### src/rtl/pid_oversample.sv
// Per-channel boxcar decimator: sums 2^os samples per channel, emits the floored mean.
// One registered cycle of latency; accepts one instruction every cycle, no backpressure.
module pid_oversample #(
  parameter int W_CHAN    = 5,
  parameter int N_CHAN    = 8,
  parameter int W_DATA    = 18,
  parameter int MAX_OS    = 8,
  parameter int W_OS      = 4,
  parameter int W_WR_ADDR = 16,
  parameter int W_WR_CHAN = 16,
  parameter int W_WR_DATA = 48,
  parameter logic [W_WR_ADDR-1:0] OS_ADDR = 16'h0004
) (
  input  logic                 clk_in,
  input  logic                 rst_in,
  input  logic                 dv_in,
  input  logic [W_CHAN-1:0]    chan_in,
  input  logic [W_DATA-1:0]    data_in,
  input  logic                 wr_en,
  input  logic [W_WR_ADDR-1:0] wr_addr,
  input  logic [W_WR_CHAN-1:0] wr_chan,
  input  logic [W_WR_DATA-1:0] wr_data,
  output logic                 dv_out,
  output logic [W_CHAN-1:0]    chan_out,
  output logic [W_DATA-1:0]    data_out
);

  localparam int W_ACC = W_DATA + MAX_OS;
  localparam int W_CNT = MAX_OS + 1;
  localparam int W_IDX = (N_CHAN > 1) ? $clog2(N_CHAN) : 1;
  localparam logic [W_CHAN-1:0]    LIM_SMP = W_CHAN'(N_CHAN);
  localparam logic [W_WR_CHAN-1:0] LIM_WR  = W_WR_CHAN'(N_CHAN);
  localparam logic [W_OS-1:0]      OS_MAX  = W_OS'(MAX_OS);

  logic [W_OS-1:0]         r_os  [N_CHAN];
  logic [W_CNT-1:0]        r_cnt [N_CHAN];
  logic signed [W_ACC-1:0] r_acc [N_CHAN];
  logic                    r_dv;
  logic [W_CHAN-1:0]       r_chan;
  logic [W_DATA-1:0]       r_data;

  logic [W_IDX-1:0]        w_sidx;
  logic [W_IDX-1:0]        w_widx;
  logic                    w_wr_hit;
  logic                    w_smp_hit;
  logic                    w_smp_ok;
  logic                    w_done;
  logic [W_OS-1:0]         w_wr_os;
  logic signed [W_ACC-1:0] w_sum;
  logic signed [W_ACC-1:0] w_shift;
  logic [W_CNT-1:0]        w_n;
  logic                    w_unused;

  // Range checks happen at full width, so the truncated indices are always in bounds when used.
  assign w_sidx    = chan_in[W_IDX-1:0];
  assign w_widx    = wr_chan[W_IDX-1:0];
  assign w_wr_hit  = wr_en && (wr_addr == OS_ADDR) && (wr_chan < LIM_WR);
  assign w_smp_hit = dv_in && (chan_in < LIM_SMP);
  // A config write to the sample's own channel wins and swallows the sample.
  assign w_smp_ok  = w_smp_hit && !(w_wr_hit && (w_widx == w_sidx));
  assign w_wr_os   = (wr_data[W_OS-1:0] > OS_MAX) ? OS_MAX : wr_data[W_OS-1:0];

  assign w_sum   = r_acc[w_sidx] + $signed({{MAX_OS{data_in[W_DATA-1]}}, data_in});
  assign w_n     = r_cnt[w_sidx] + W_CNT'(1);
  assign w_done  = (w_n == (W_CNT'(1) << r_os[w_sidx]));
  assign w_shift = w_sum >>> r_os[w_sidx];

  assign w_unused = &{1'b0, wr_data[W_WR_DATA-1:W_OS], w_shift[W_ACC-1:W_DATA]};

  always_ff @(posedge clk_in) begin
    if (rst_in) begin
      for (int i = 0; i < N_CHAN; i++) begin
        r_os[i]  <= '0;
        r_cnt[i] <= '0;
        r_acc[i] <= '0;
      end
      r_dv   <= 1'b0;
      r_chan <= '0;
      r_data <= '0;
    end else begin
      r_dv <= 1'b0;
      if (w_smp_ok) begin
        if (w_done) begin
          r_dv          <= 1'b1;
          r_chan        <= chan_in;
          r_data        <= w_shift[W_DATA-1:0];
          r_acc[w_sidx] <= '0;
          r_cnt[w_sidx] <= '0;
        end else begin
          r_acc[w_sidx] <= w_sum;
          r_cnt[w_sidx] <= w_n;
        end
      end
      if (w_wr_hit) begin
        r_os[w_widx]  <= w_wr_os;
        r_acc[w_widx] <= '0;
        r_cnt[w_widx] <= '0;
      end
    end
  end

  assign dv_out   = r_dv;
  assign chan_out = r_chan;
  assign data_out = r_data;

endmodule

### config.mk
export PLATFORM = sky130hd
export DESIGN_NAME = pid_oversample
export DESIGN_NICKNAME = d
export VERILOG_FILES = /design/src/rtl/pid_oversample.sv
export SDC_FILE = /design/constraint.sdc
export NUM_CORES = 1
export LEC_CHECK = 0
export ABC_AREA = 1
export BUFFER_PORTS_ARGS = -buffer_cell sky130_fd_sc_hd__buf_2
export CORE_MARGIN = 8
export CORE_UTILIZATION = 30
export CTS_CLUSTER_DIAMETER = 30
export DETAILED_ROUTE_END_ITERATION = 8
export PLACE_DENSITY = 0.43
export SLEW_MARGIN = 5
export SYNTH_ARGS = -nofsm -noshare
export SYNTH_HDL_FRONTEND = slang
export SYNTH_SLANG_ARGS = --single-unit
### constraint.sdc
create_clock -name clk_in -period 5.8 [get_ports clk_in]
set_input_delay 0.58 -clock clk_in [delete_from_list [all_inputs] [get_ports clk_in]]
set_output_delay 0.58 -clock clk_in [all_outputs]
set_load 0.03 [all_outputs]
---- After elaboration in Yosys (flattened, before gate mapping) ----
Memory sizes are Yosys's and may differ from the RTL's.
Cells that the tools add are included.
cells by class
  reductions and logical operators ........ 12
  add/sub/neg operators ................... 2
  magnitude comparators ................... 3
  shifts and indexed selects .............. 2
  equality and inequality tests ........... 3
  muxes and demuxes ....................... 31
  bitwise gates (word level) .............. 2
operator list
  cell                   count
  $mux W26               3
  $reduce_or A26 Y1      2
  $mux W9                3
  $add A26 B18 Y26       1
  $sshr A26 B4 Y18       1
  $mux W1                18
  $reduce_or A9 Y1       2
  $eq A16 B3 Y1 const B  1
  $lt A16 B4 Y1 const B  1
  $mux W3                5
  $add A9 B1 Y9 const B  1
  $eq A9 B9 Y1           1
  $shl A1 B4 Y9 const A  1
  $mux W4                2
  $logic_and A1 B1 Y1    5
  $lt A5 B4 Y1 const B   1
  $gt A4 B4 Y1 const B   1
  $reduce_or A4 Y1       1
  $eq A3 B3 Y1           1
  $or A1 B1 Y1           2
  $reduce_and A2 Y1      1
  $logic_not A1 Y1       1
storage, ports and cells
  memories ................................ 3
  bits in writable memories ............... 312
  register bits after elaboration ......... 24
memories
  name   words  bits a word  rd ports  clocked after memory_dff  wr ports  line  source
  r_acc  8      26           1         0                         8         37    logic signed [W_ACC-1:0] r_acc [N_CHAN];
  r_cnt  8      9            1         0                         8         36    logic [W_CNT-1:0] r_cnt [N_CHAN];
  r_os   8      4            1         0                         8         35    logic [W_OS-1:0] r_os [N_CHAN];

---- Logic depth before layout (Yosys ltp) ----
  word-level depth ........................ 12
  mapped depth ............................ 32

---- Worst setup path before layout ----
Ideal clock, no wire load.
  path type ............................... input port to flip-flop
  start point ............................. input chan_in[0]
  end point ............................... register r_data[0] (netlist: data_out[0])
  path slack .............................. 1.316 ns
  stages .................................. 27
  buffers on the path ..................... 6
  arrival ................................. 4.428 ns
  required time ........................... 5.744 ns
  setup time .............................. 0.056 ns
  path through ............................ buf_6 > inv_6 > buf_6 > buf_6 > buf_4 > nor3_1 > clkbuf_1 > buf_1 > a21oi_1 > nand4_1 > ha_1 > fa_1 > nand2_1 > o21ai_0 > nand2_1 > nand2b_1 > xor2_1 > nand2_1 > nand2_1 > nand2_1 > nand3_1 > nand2_1 > o21bai_1 > inv_1 > nand2_1 > o21ai_1 > inv_1
between the ends
  longest elaborated chain between the ends .. 5
  elaborated cells between the ends (all ways) .. 15
  classes of those cells .................. 2 x add/sub; 1 x order compare; 2 x eq/ne; 2 x shift; 5 x reduce/logical; 3 x memory
ends and longest elaborated chain
  element                                                 line  source
  start: declaration                                      17    input logic [W_CHAN-1:0] chan_in,
  branches (longest 5 deep; another with $mem_v2 Z8 W26)  n/a
  end signal: assignment                                  86    r_data <= w_shift[W_DATA-1:0];
  end: declaration                                        40    logic [W_DATA-1:0] r_data;
Several ways; the timed one is not identified.
A chain may end at the register's enable or synchronous reset.

---- Final worst setup path ----
  start point ............................. input chan_in[0]
  end point ............................... register r_data[11] (netlist: data_out[11])
Same word-level chain as after synthesis.

==> impl_metrics.json <==
{
  "synth-compound-area-share_pct": 13.0,
  "cts_buffer_depth": 3,
  "cts_root_buf": "clkbuf_16",
  "htree_levels": 3,
  "drive_above_1_share_pct": 13.2,
  "pin_count": 131,
  "drt_wl_total_mm": 80.5,
  "post_cts_buffers": 0,
  "syn2layout_area_growth_pct": 24.9,
  "fin_crit_sh_pct": 76.6,
  "final_nets": 2891,
  "gp_congestion": 0.899,
  "dr_total_vias": 20500,
  "grt_pass1_wl_mm": 122,
  "clkSinkCount": 336,
  "seq_area_mm2": 0.00705,
  "timing.rr.end": "data_out[11]",
  "postRouteAntennaNets": 0,
  "slew_viol_final": 0,
  "hold_start": "rst_in",
  "async_flop_share_pct": 0,
  "period_minus_slack_ns": 4.44,
  "die_y_um": 267,
  "core_area_mm2": 0.0627,
  "dp_hpwl_mm": 49.1,
  "fp-row-count": 92,
  "synth_edf_count": 32,
  "synth-simple-area-share_pct": 38.7,
  "crit_required_ns": 6.32,
  "clock_latency_ns": 0.65,
  "hold-path-cell-count": 2,
  "place_ws_ns": 0.732,
  "synth_fa_ha_area_share_pct": 1.82,
  "drt-pass1-iter-count": 5,
  "setup_slack_ns": 1.36,
  "syn_area_mm2": 0.0190,
  "numCtsBuffers": 97,
  "synth_mux_area_share_pct": 0.211,
  "peakVddDrop_mv": 0.225,
  "grt_max_degree": 208,
  "post_cts_resized": 0,
  "synth_top_family_by_area": "simple AND/OR/NAND/NOR gates",
  "multi_input_area_mm2": 0.0104,
  "syn_avg_cell_area_um2": 6.94,
  "r2r-start": "r_acc[4][12]",
  "holdPathEnd": "chan_out[3]",
  "reg2regPathDepth": 18,
  "crit_path_start_kind": "input port",
  "cp_data_arrival_time_ns": 4.96,
  "die_x_um": 267,
  "critPathKind": "input port to register",
  "hold_violations": 0,
  "io_buffers": 86,
  "p_leak_nw": 9.51,
  "post_synth_xor_area_fraction_pct": 0.601,
  "wire_per_inst_um": 21.9,
  "globalRouteOverflowTotal": 0,
  "max_slew.worst_pin.slew_ns": 1.18,
  "netlist_instances": 2733,
  "antenna_found_initial": 0,
  "grt_pass1_vias": 19900,
  "slew_headroom_pct": 21.7,
  "ys_seq_elements": 336,
  "status": "completed",
  "viasPerCell": 5.58,
  "worstHoldPathType": "input port to register",
  "clock.fmax_mhz": 225,
  "clk_pin_slew_worst_paths_ns": 0.04,
  "synth_warnings": 0,
  "cp-end-kind": "register",
  "cts_tree": "built",
  "drt_iter0_drc": 1745,
  "rsz0062_at_grt": "false",
  "holdBufCountCts": 0,
  "fin_tns_setup_ns": 0,
  "fillers": 6590,
  "drc_errors": 0,
  "track_usage_pct": 21.8,
  "ys.flop_type": "dfxtp_1",
  "start_util_pct": 30.2,
  "dieArea_mm2": 0.0715,
  "syn_nets": 2867,
  "rrSetupSlack_ns": 1.80,
  "skew_ns": 0.0514,
  "synth_seq_area_share_pct": 37.2,
  "worst-path-max-fanout": 18,
  "drv_cap": 0,
  "p_per_area_mw_per_mm2": 366,
  "n_antenna_cell": 0,
  "setup_viol": 0,
  "synth_cell_type_count": 46
}
## area by class of cell
type	instances	share of cell area (%)
sequential	336	29.8
timing repair buffer	159	4.98
multi-input combinational	2034	44.1
clock buffer	141	12.0
clock inverter	35	2.64
tap	846	4.47
inverter	129	2.10
## state kept, by name, summed over array words and instances (netlist names)
name	cells
dv_out	1
chan_out	5
r_os	32
r_cnt	72
data_out	18
r_acc	208
## cells in the mapped netlist (3+ instances only)
| cell | n | area, um^2 |
|---|---|---|
| nor2_1 | 105 | 394 |
| inv_1 | 112 | 420 |
| mux2i_1 | 4 | 40.0 |
| a221oi_1 | 20 | 175 |
| xor2_1 | 9 | 78.8 |
| o21ai_0 | 31 | 155 |
| a22oi_1 | 31 | 233 |
| xnor2_1 | 4 | 35.0 |
| dfxtp_1 | 304 | 6090 |
| buf_4 | 21 | 158 |
| nor2_4 | 3 | 33.8 |
| nand4_1 | 323 | 2020 |
| nand3b_1 | 8 | 60.1 |
| or4_1 | 3 | 22.5 |
| buf_1 | 25 | 93.8 |
| a21oi_1 | 327 | 1640 |
| buf_6 | 14 | 158 |
| nand2_2 | 9 | 56.3 |
| o21ai_1 | 4 | 20.0 |
| nor2_2 | 5 | 31.3 |
| clkinv_1 | 3 | 11.3 |
| a22o_1 | 20 | 175 |
| buf_2 | 22 | 110 |
| clkbuf_1 | 150 | 563 |
| a21o_1 | 3 | 22.5 |
| nand3_1 | 423 | 2120 |
| ha_1 | 26 | 325 |
| inv_2 | 13 | 48.8 |
| nand2_1 | 636 | 2390 |
| nor3_1 | 14 | 70.1 |
| nor4_1 | 9 | 56.3 |
| o21bai_1 | 5 | 37.5 |
| edfxtp_1 | 32 | 961 |
## critical path: stages
cell and delay [ns]:
buf_2 0.43, nor3_2 0.15, buf_12 0.19, a22o_1 0.24
a221oi_1 0.62, nand4_1 0.22, ha_1 0.41, a21oi_1 0.25
o21ai_0 0.23, a21oi_1 0.27, nand2_1 0.09, nand2_1 0.08
nand2_1 0.32, nand2_1 0.22, nand3_1 0.12, nand3_1 0.10
nand2_1 0.09, a21oi_1 0.13, nand2_1 0.06, nand2_1 0.08
inv_1 0.04
## cells by family after synthesis
| group | Yosys count |
|---|---|
| adders and majority gates | 27 |
| muxes | 4 |
| AOI/OAI and AO/OA | 443 |
| DFF | 336 |
| xor gates and xnor gates | 13 |
| buffers and inverters | 363 |
| and+or+nand+nor | 1547 |
## metrics by stage
step / std cells / hold WS [ns] / cell area [um^2] / total power [mW] / utilization, %
final: 3680 / 0.309 / 23700 / 8.66 / 37.7
after global routing: 3680 / 0.287 / 23700 / 8.95 / 37.7
after CTS: 3680 / 0.284 / 23700 / 8.72 / 37.7
after detailed placement: 3504 / 0.431 / 20200 / 3.17 / 32.2
after global placement: 3504 / 0.427 / 20200 / 3.17 / 32.2
after floorplan: 2733 / 0.464 / 19000 / 2.92 / -
## report_power, final
part	switching (mW)	total, mW	internal (mW)
Combinational	0.563	0.748	0.185
Clock	1.60	5.52	3.92
Sequential	0.0113	2.39	2.38
## worst max-delay path by stage
stage	to	slack, ns	from	cells past startpoint
6_report	data_out[11]	1.36	chan_in[0]	21
2_1_floorplan	data_out[0]	1.32	chan_in[0]	27
3_5_place_dp	data_out[0]	0.73	chan_in[0]	22
5_1_grt	data_out[13]	1.02	chan_in[0]	27
3_3_place_gp	data_out[5]	0.71	chan_in[0]	22
4_1_cts	data_out[0]	1.31	chan_in[0]	22
## placed cells by master, fill, tap and decap left out, types with 3 or more instances in the layout
cell / netlist / routed
nand2_1: 636 / 628
nand3_1: 423 / 423
a21oi_1: 327 / 327
nand4_1: 323 / 323
dfxtp_1: 304 / 304
inv_1: 112 / 112
nor2_1: 105 / 97
clkbuf_16: 0 / 97
buf_2: 22 / 86
buf_4: 21 / 57
edfxtp_1: 32 / 32
a22oi_1: 31 / 31
o21ai_0: 31 / 31
ha_1: 26 / 26
clkbuf_8: 0 / 24
a22o_1: 20 / 20
a221oi_1: 20 / 20
clkbuf_1: 150 / 20
nand2_2: 9 / 17
buf_12: 0 / 16
clkinv_2: 0 / 13
bufinv_16: 0 / 13
inv_2: 13 / 12
nor2_4: 3 / 12
nor4_1: 9 / 9
xor2_1: 9 / 9
nor3_2: 0 / 8
nand3b_1: 8 / 8
nor3_1: 14 / 6
clkinv_1: 3 / 5
o21bai_1: 5 / 5
xnor2_1: 4 / 4
o21ai_1: 4 / 4
nor2_2: 5 / 4
mux2i_1: 4 / 4
clkinv_16: 0 / 4
or4_1: 3 / 3
a21o_1: 3 / 3
## per-layer routing
layer | GRT usage, % | vias to the layer above | routed length, um
met3 | 3.70 | 171 | 4490
met1 | 27.8 | 9930 | 34900
li1 | - | 9741 | -
met5 | 0 | - | 0
met2 | 36.3 | 685 | 38100
met4 | 8.82 | 0 | 3010
Power figures use the tool's default switching activity.
